==> src/rtl/uart_cmd_parser.sv <==
// -----------------------------------------------------------------------------
// uart_cmd_parser
//
// Front end of wishbone_master. Consumes the raw byte stream from the UART
// receiver and assembles ASCII-hex command frames:
//
//   SYNC_CHAR, 8 hex digits command, 8 hex digits address, 8 hex digits data
//
// Digits arrive MSB first. There is no terminator. A completed frame is
// committed to the registered outputs and announced with a one-cycle ready
// strobe, but only when master_ready_i allows it; otherwise the frame waits in
// PENDING. Malformed, aborted (resync or timeout) and overrun frames are
// dropped with a one-cycle error strobe. An error strobe never touches the
// output words, and ready/error are never high in the same cycle.
//
// Optional feature (macro UART_CMD_PARSER_LOWERCASE_EN):
//   defined   - 'a'..'f' are also accepted as hex digits 10..15
//   undefined - lowercase letters are non-hex and abort the frame
//
// Parameters:
//   SYNC_CHAR       frame start character
//   TIMEOUT_CYCLES  idle clocks allowed between bytes inside a frame (0 = off)
//   TIMEOUT_WIDTH   width of the inter-byte timeout counter
//
// Ports:
//   clk_i             system clock
//   rst_i             synchronous reset, active high
//   byte_available_i  one-cycle strobe, byte_i valid this cycle
//   byte_i            received character
//   master_ready_i    wishbone_master can accept a command
//   command_o         parsed command word (holds until next commit)
//   address_o         parsed address word (holds until next commit)
//   data_o            parsed data word (holds until next commit)
//   ready_o           one-cycle strobe: outputs hold a new frame
//   error_o           one-cycle strobe: a frame or byte was discarded
//   busy_o            high whenever the parser is not in IDLE
// -----------------------------------------------------------------------------
module uart_cmd_parser #(
  parameter logic [7:0]  SYNC_CHAR      = 8'h4C,
  parameter int unsigned TIMEOUT_CYCLES = 1000,
  parameter int unsigned TIMEOUT_WIDTH  = 16
) (
  input  logic        clk_i,
  input  logic        rst_i,
  input  logic        byte_available_i,
  input  logic [7:0]  byte_i,
  input  logic        master_ready_i,
  output logic [31:0] command_o,
  output logic [31:0] address_o,
  output logic [31:0] data_o,
  output logic        ready_o,
  output logic        error_o,
  output logic        busy_o
);

  localparam int unsigned WORD_W = 32;
  localparam int unsigned NIB_W  = 4;
  localparam int unsigned CNT_W  = 3;

  localparam bit                       TMO_EN   = (TIMEOUT_CYCLES != 0);
  // Value the counter holds on the last idle clock before the timeout fires.
  localparam logic [TIMEOUT_WIDTH-1:0] TMO_LAST = TIMEOUT_WIDTH'(TIMEOUT_CYCLES - 1);

  typedef enum logic [2:0] {
    S_IDLE,
    S_READ_CMD,
    S_READ_ADDR,
    S_READ_DATA,
    S_PENDING
  } state_e;

  state_e                   state_q;
  logic [CNT_W-1:0]         nib_cnt_q;
  logic [TIMEOUT_WIDTH-1:0] tmo_q;
  logic [WORD_W-1:0]        shadow_cmd_q;
  logic [WORD_W-1:0]        shadow_addr_q;
  logic [WORD_W-1:0]        shadow_data_q;
  logic [WORD_W-1:0]        command_q;
  logic [WORD_W-1:0]        address_q;
  logic [WORD_W-1:0]        data_q;
  logic                     ready_q;
  logic                     error_q;

  logic                     hex_valid_c;
  logic [NIB_W-1:0]         hex_nibble_c;

  // ASCII hex digit decode of the incoming byte.
  always_comb begin
    hex_valid_c  = 1'b0;
    hex_nibble_c = '0;
    if (byte_i >= 8'h30 && byte_i <= 8'h39) begin
      hex_valid_c  = 1'b1;
      hex_nibble_c = byte_i[3:0];
    end else if (byte_i >= 8'h41 && byte_i <= 8'h46) begin
      // 'A' = 8'h41 -> low nibble 1, plus 9 gives 10.
      hex_valid_c  = 1'b1;
      hex_nibble_c = byte_i[3:0] + 4'd9;
    end
`ifdef UART_CMD_PARSER_LOWERCASE_EN
    else if (byte_i >= 8'h61 && byte_i <= 8'h66) begin
      hex_valid_c  = 1'b1;
      hex_nibble_c = byte_i[3:0] + 4'd9;
    end
`else
    // Lowercase letters fall through as non-hex and abort the frame.
`endif
  end

  // Frame FSM, shadow assembly, commit and strobes.
  always_ff @(posedge clk_i) begin
    if (rst_i) begin
      state_q       <= S_IDLE;
      nib_cnt_q     <= '0;
      tmo_q         <= '0;
      shadow_cmd_q  <= '0;
      shadow_addr_q <= '0;
      shadow_data_q <= '0;
      command_q     <= '0;
      address_q     <= '0;
      data_q        <= '0;
      ready_q       <= 1'b0;
      error_q       <= 1'b0;
    end else begin
      ready_q <= 1'b0;
      error_q <= 1'b0;

      unique case (state_q)
        S_IDLE: begin
          tmo_q <= '0;
          if (byte_available_i && byte_i == SYNC_CHAR) begin
            state_q       <= S_READ_CMD;
            nib_cnt_q     <= '0;
            shadow_cmd_q  <= '0;
            shadow_addr_q <= '0;
            shadow_data_q <= '0;
          end
        end

        S_READ_CMD, S_READ_ADDR, S_READ_DATA: begin
          if (byte_available_i) begin
            tmo_q <= '0;
            if (hex_valid_c) begin
              nib_cnt_q <= nib_cnt_q + 3'd1;
              if (state_q == S_READ_CMD) begin
                shadow_cmd_q <= {shadow_cmd_q[WORD_W-NIB_W-1:0], hex_nibble_c};
              end else if (state_q == S_READ_ADDR) begin
                shadow_addr_q <= {shadow_addr_q[WORD_W-NIB_W-1:0], hex_nibble_c};
              end else begin
                shadow_data_q <= {shadow_data_q[WORD_W-NIB_W-1:0], hex_nibble_c};
              end

              // Eighth digit of a field: counter wraps and the field is done.
              if (nib_cnt_q == 3'd7) begin
                if (state_q == S_READ_CMD) begin
                  state_q <= S_READ_ADDR;
                end else if (state_q == S_READ_ADDR) begin
                  state_q <= S_READ_DATA;
                end else if (master_ready_i) begin
                  // Commit straight from the shadows plus the final nibble.
                  command_q <= shadow_cmd_q;
                  address_q <= shadow_addr_q;
                  data_q    <= {shadow_data_q[WORD_W-NIB_W-1:0], hex_nibble_c};
                  ready_q   <= 1'b1;
                  state_q   <= S_IDLE;
                end else begin
                  state_q <= S_PENDING;
                end
              end
            end else if (byte_i == SYNC_CHAR) begin
              // Resync: abandon the partial frame and start a new one.
              error_q       <= 1'b1;
              state_q       <= S_READ_CMD;
              nib_cnt_q     <= '0;
              shadow_cmd_q  <= '0;
              shadow_addr_q <= '0;
              shadow_data_q <= '0;
            end else begin
              error_q   <= 1'b1;
              state_q   <= S_IDLE;
              nib_cnt_q <= '0;
            end
          end else if (TMO_EN && tmo_q == TMO_LAST) begin
            error_q   <= 1'b1;
            state_q   <= S_IDLE;
            nib_cnt_q <= '0;
            tmo_q     <= '0;
          end else begin
            tmo_q <= tmo_q + TIMEOUT_WIDTH'(1);
          end
        end

        S_PENDING: begin
          tmo_q <= '0;
          // A byte arriving while a frame waits is an overrun; the byte is
          // dropped and the commit deferred so ready/error never coincide.
          if (byte_available_i) begin
            error_q <= 1'b1;
          end else if (master_ready_i) begin
            command_q <= shadow_cmd_q;
            address_q <= shadow_addr_q;
            data_q    <= shadow_data_q;
            ready_q   <= 1'b1;
            state_q   <= S_IDLE;
          end
        end

        default: begin
          state_q   <= S_IDLE;
          nib_cnt_q <= '0;
          tmo_q     <= '0;
        end
      endcase
    end
  end

  assign command_o = command_q;
  assign address_o = address_q;
  assign data_o    = data_q;
  assign ready_o   = ready_q;
  assign error_o   = error_q;
  // Decoded straight from the state register.
  assign busy_o    = (state_q != S_IDLE);

endmodule

==> config.mk <==
export PLATFORM = sky130hd
export DESIGN_NAME = uart_cmd_parser
export DESIGN_NICKNAME = d
export VERILOG_FILES = /design/src/rtl/uart_cmd_parser.sv
export SDC_FILE = /design/constraint.sdc
export NUM_CORES = 1
export LEC_CHECK = 0
export CORE_MARGIN = 1
export CORE_UTILIZATION = 62
export CTS_BUF_LIST = sky130_fd_sc_hd__clkbuf_8
export DETAILED_ROUTE_END_ITERATION = 10
export GPL_TIMING_DRIVEN = 0
export PLACE_DENSITY = 0.88
export REMOVE_ABC_BUFFERS = 1
export SLEW_MARGIN = 20
export SYNTH_ARGS = -nofsm -noshare
export SYNTH_HDL_FRONTEND = slang
export SYNTH_SLANG_ARGS = --single-unit
==> constraint.sdc <==
create_clock -name clk_i -period 6.6 [get_ports clk_i]
set_clock_uncertainty 0.1 [all_clocks]
set_input_delay 0.99 -clock clk_i [delete_from_list [all_inputs] [get_ports clk_i]]
set_output_delay 0.99 -clock clk_i [all_outputs]
set_load 0.02 [all_outputs]
* Word-level counts from Yosys, hierarchy flattened
Index checks and enable logic that the tools add are counted.
** Word-level totals
- Bits in registers :: 216
- Output and inout bits :: 99
** Cells by class
- Muxes and demuxes :: 74
- Reductions and logical operators :: 16
- Equality and inequality tests :: 23
- $lt $le $gt $ge :: 4
- Bitwise operators :: 2
- $add $sub $neg :: 3
** Operators by type and width (count)
- 2-to-1 mux 32 bit :: 35
- one-hot mux 32 bit (2 select lines) :: 6
- 2-to-1 mux 3 bit :: 13
- != test 2 bit (second input constant) :: 9
- != test 3 bit (second input constant) :: 6
- one-hot mux 3 bit (3 select lines) :: 2
- adder 16 x 1 -> 16 bit (second input constant) :: 1
- == test 16 x 10 -> 1 bit (second input constant) :: 1
- 2-to-1 mux 1 bit :: 14
- AND reduction 6 bit :: 2
- AND reduction 5 bit :: 2
- AND reduction 9 bit :: 1
- == test 8 x 7 -> 1 bit (second input constant) :: 1
- greater-or-equal comparator 8 x 6 -> 1 bit (second input constant) :: 1
- greater-or-equal comparator 8 x 7 -> 1 bit (second input constant) :: 1
- less-or-equal comparator 8 x 6 -> 1 bit (second input constant) :: 1
- less-or-equal comparator 8 x 7 -> 1 bit (second input constant) :: 1
- 2-to-1 mux 4 bit :: 2
- AND reduction 7 bit :: 1
- == test 3 x 2 -> 1 bit (second input constant) :: 2
- == test 3 bit (second input constant) :: 2
- adder 4 bit (second input constant) :: 1
- != test 4 bit (second input constant) :: 1
- one-hot mux 1 bit (2 select lines) :: 2
- 10 further kinds :: 14

* Depth between registers and ports, before layout
- Word-level depth :: 11
- Mapped depth :: 11

* Worst setup path after synthesis
No wires, ideal clock.
- Path kind :: input -> register
- Start point :: input port byte_i[1]
- End point :: register shadow_addr_q[0]
- Path slack :: 3.303 ns
- Data arrival time :: 3.126 ns
- Cell stages on the path :: 9
- Cells stage by stage :: inv_1 -> ha_1 -> or3b_2 -> or3_1 -> a21o_1 -> buf_4 -> a211oi_4 -> buf_6 -> mux2i_1
** On the way
- Cells in the longest elaborated chain, start to end :: 9
** Ends and longest elaborated chain
- start: declaration :: RTL line 46 : input logic [7:0] byte_i,
- greater-or-equal comparator 8 x 7 -> 1 bit / less-or-equal comparator 8 x 7 -> 1 bit (equally long branches) :: RTL line 94 : end else if (byte_i >= 8'h41 && byte_i <= 8'h46) begin
- logical AND 1 bit :: RTL line 94
- 2-to-1 mux 4 bit :: RTL line 94
- 2-to-1 mux 4 bit :: RTL line 91 : if (byte_i >= 8'h30 && byte_i <= 8'h39) begin
- 2-to-1 mux 32 bit :: RTL line 146 : end else if (state_q == S_READ_ADDR) begin
- 2-to-1 mux 32 bit :: RTL line 144 : if (state_q == S_READ_CMD) begin
- 2-to-1 mux 32 bit :: RTL line 142 : if (hex_valid_c) begin
- 2-to-1 mux 32 bit :: RTL line 140 : if (byte_available_i) begin
- one-hot mux 32 bit (2 select lines) :: RTL line 127 : unique case (state_q)
- end signal: assignment :: RTL line 147 : shadow_addr_q <= {shadow_addr_q[WORD_W-NIB_W-1:0], hex_nibble_c};
- end: declaration :: RTL line 76 : logic [WORD_W-1:0] shadow_addr_q;
Several ways; a longest one is shown, not always the timed one. The select of a mux whose other input is x is not followed.
A chain may end at the register's enable or synchronous reset.

* Worst setup path in the final report
- Start point :: input port byte_i[1]
- End point :: register shadow_addr_q[21]
** On the way
- Cells in the longest elaborated chain, start to end :: 7
** Ends and longest elaborated chain (RTL line)
- greater-or-equal comparator 8 x 7 -> 1 bit / less-or-equal comparator 8 x 7 -> 1 bit (equally long branches) :: 94
- logical AND 1 bit :: 94
- 2-to-1 mux 1 bit :: 94
- 2-to-1 mux 1 bit :: 91
- 2-to-1 mux 32 bit :: 142
- 2-to-1 mux 32 bit :: 140
- one-hot mux 32 bit (2 select lines) :: 127
Several ways; a longest one is shown, not always the timed one. The select of a mux whose other input is x is not followed.

==> results by group <==
CTS
  – Post-CTS Setup Bufs: 0
  – H-tree depth: 2
  – Post-CTS sizing: 0
  – CTS tree: yes
  – Clock latency on the worst-skew pair: 520 ps
  – Clk Tree Root Cell: clkbuf_8
  – Cts bufs inserted: 35
  – Longest Clk Path Bufs: 3
  – Clk sinks: 216
  – Hold_buf cts: 0
  – CTS clk-pin slew, worst paths: 60 ps

STA
  – Fmax: 242.5 MHz
  – RSZ-0062 raised after global routing: no
  – Final setup viols: 0
  – Slew @ Worst Pin: 748.5 ps
  – Final hold vios: 0
  – Tcrit/Tclk final: 62.48%
  – WHS: 347.2 ps
  – Slew Viols, Final: 0
  – Min Tclk post-route: 4124 ps
  – Slew HR: 49.94%

Placement
  – GPL Wtd Cong: 0.8531
  – PortBufs: 110
  – Final HPWL DP: 11680 microns

Power
  – Leakage power: 3.459 nW
  – Total Power: 0.002452 W
  – Worst VDD drop: 0.1730 mV
  – Pwr per Cell Area: 230.1 nW/um^2

Global routing
  – GRT Total Usage: 26.92%
  – Vias in the first global route: 6757
  – First-pass GRT wire length: 31820 microns
  – GRT overflow: 0
  – Largest net degree at the start of global routing: 104
  – Initial antenna violation count: 0

Critical path
  – Crit path kind: primary input to register
  – Crit start category: primary input
  – Critical Path Fanout Max: 10
  – Slowest Stage Delay on Critical Path: 610 ps
  – Reg2reg end: data_o[8]
  – Worst Setup EP: shadow_addr_q[21]
  – Crit-path leading delay family: compound AO/OA/AOI/OAI gates
  – Critical path cell sequence: clkdlybuf4s50_1, inv_1, ha_1, o21bai_1, a2111oi_4, a21o_1, a21oi_2, a211oi_4, buf_8, buf_6, buf_8, mux2i_1
  – Cell mode on critical path: buf_8
  – CP startpoint: byte_i[1]
  – R2R cell count: 8
  – Worst path bufs/invs: 5
  – Cell count along the critical path: 12
  – Slowest CP cell: a2111oi_4
  – Setup crit end kind: register
  – Reg2reg setup slack: 3920 ps
  – FF-to-FF Start: state_q[0]
  – CP required: 6950 ps
  – Crit path DAT: 4470 ps

Detailed routing
  – Total wire length: 18800 microns
  – Initial DRC count: 505
  – Drt wl/cell: 14.79 microns
  – Drc violations: 0
  – Vias/cell: 5.661
  – Via count: 7195
  – First-pass iteration count of the detailed router: 5
  – Routed Antenna Nets: 0

Die
  – I/O Pins: 111
  – Die Span X: 120.3 microns
  – Core area: 13450 sq um
  – Die Y: 120.3 microns
  – Die area: 14480 sq um
  – Row cnt: 42
  – Initial Util: 64.53%

Outcome
  – Status: finished, final reports clean

Yosys
  – Syn avg cell area: 8.885 sq um
  – Synth area leader: dfxtp_1
  – Post-synth EDFFs: 0
  – Mapped Area: 8681 sq um
  – Synth async-reset ratio: 0%
  – Share of the synthesized area in the top cell type: 49.81%
  – Synth cell types: 52
  – Synth Instances: 977
  – Top FF cell, synth: dfxtp_1
  – Synth Register Bits: 216
  – Warnings from Yosys: 0
  – Sequential share of the synthesized area: 49.81%
  – Synth top area cells: dfxtp_1, nand2_1, mux2i_1

Final layout
  – # diodes: 0
  – Layout cells sized above 1: 7.580%
  – Area grow syn2layout: 22.74%
  – Net count, final: 1091

Worst hold path
  – Worst hold path type: register to register
  – Hold Startpoint: address_o[30]

Run
  – Max-cap violations: 0
logic make-up after synthesis:
group,Yosys count,share of synthesized area [%]
and+or+nand+nor,435,22.49
xor gates and xnor gates,12,1.211
AOI/OAI and AO/OA,170,13.94
adders and majority gates,6,0.8648
buffers and inverters,73,4.194
DFF,216,49.81
muxes,65,7.495
worst min path at each step:
| stage | cells past startpoint | end | slack, ps |
|---|---|---|---|
| 6_report | 2 | address_o[30] | 350 |
| 5_1_grt | 2 | address_o[30] | 360 |
| 4_1_cts | 2 | command_o[29] | 350 |
| 3_5_place_dp | 2 | command_o[29] | 340 |
| 3_3_place_gp | 2 | command_o[20] | 340 |
| 2_1_floorplan | 2 | address_o[28] | 330 |
synth_stat cells, types with 8 or more instances:
cell,n
nand2_1,263
dfxtp_1,216
a21oi_1,76
nand2b_1,71
mux2i_1,65
nor2_1,51
clkbuf_1,41
a22o_1,29
a311oi_1,28
buf_2,18
o21ai_0,11
xor2_1,10
buf_6,8
nand3_1,8
worst min-delay path: stages (launching register included):
cell and delay (ps):
dfxtp_1 310, nand2_1 50, a21oi_1 50
per-layer routing:
| layer | routed length [microns] | track usage, % | vias up |
|---|---|---|---|
| met4 | 503 | 10.96 | 0 |
| met3 | 920 | 4.387 | 52 |
| met2 | 9036 | 45.08 | 224 |
| met5 | 0 | 0 | - |
| met1 | 8339 | 34.57 | 3415 |
| li1 | - | - | 3504 |
power breakdown:
part | internal (W) | switching (W)
clock network | 0.000575 | 0.000503
registers | 0.00131 | 0.00000240
logic | 0.0000256 | 0.0000412
layout make-up:
cell class | count | area (sq um)
clock buffer | 42 | 578.1
clock inverter | 17 | 73.82
fill | 913 | 2798
inverter | 4 | 15.01
multi-input combinational | 688 | 4025
sequential | 216 | 4324
tap | 176 | 220.2
timing repair buffer | 128 | 1419
state kept, by name (all words and copies together), names as in the netlist:
| register | count |
|---|---|
| error_o | 1 |
| data_o | 32 |
| nib_cnt_q | 3 |
| ready_o | 1 |
| shadow_cmd_q | 32 |
| state_q | 3 |
| address_o | 32 |
| shadow_data_q | 32 |
| tmo_q | 16 |
| command_o | 32 |
| shadow_addr_q | 32 |
per-stage QoR:
| stage | instances | util, % | TNS [ps] | area, sq um | setup WS, ps |
|---|---|---|---|---|---|
| after CTS | 1271 | 79.17 | 0 | 10650 | 2487 |
| after detailed placement | 1212 | 74.32 | 0 | 9998 | 1958 |
| final | 1271 | 79.20 | 0 | 10660 | 2476 |
| after global placement | 1194 | 71.75 | -357030 | 9653 | -4881 |
| after floorplan | 908 | - | 0 | 8332 | 1250 |
| after global routing | 1271 | 79.20 | 0 | 10660 | 2245 |
placed cells by master, fill, tap and decap left out, types with 2 or more instances in the layout:
cell	Yosys	routed
inv_1	4	15
buf_6	8	6
buf_16	0	7
a21o_1	3	3
a311oi_1	28	28
dfxtp_1	216	216
nand3b_1	4	4
a21oi_1	76	76
a22o_1	29	29
clkdlybuf4s50_1	0	109
buf_8	0	3
o21a_1	2	2
or3_1	4	4
o21ai_0	11	11
clkbuf_8	0	42
nand4_1	6	6
nor2_1	51	51
nand2_1	263	262
nand2b_1	71	71
nand3_1	8	8
a211oi_4	2	2
ha_1	6	6
nor3_1	4	3
o21bai_1	2	2
a22oi_1	2	2
and3_1	7	7
and2_1	5	4
clkinv_2	0	5
buf_4	2	3
o211ai_1	4	4
xor2_1	10	10
mux2i_1	65	65
xnor2_1	2	2
No activity file was read; power rests on OpenSTA's default activity.
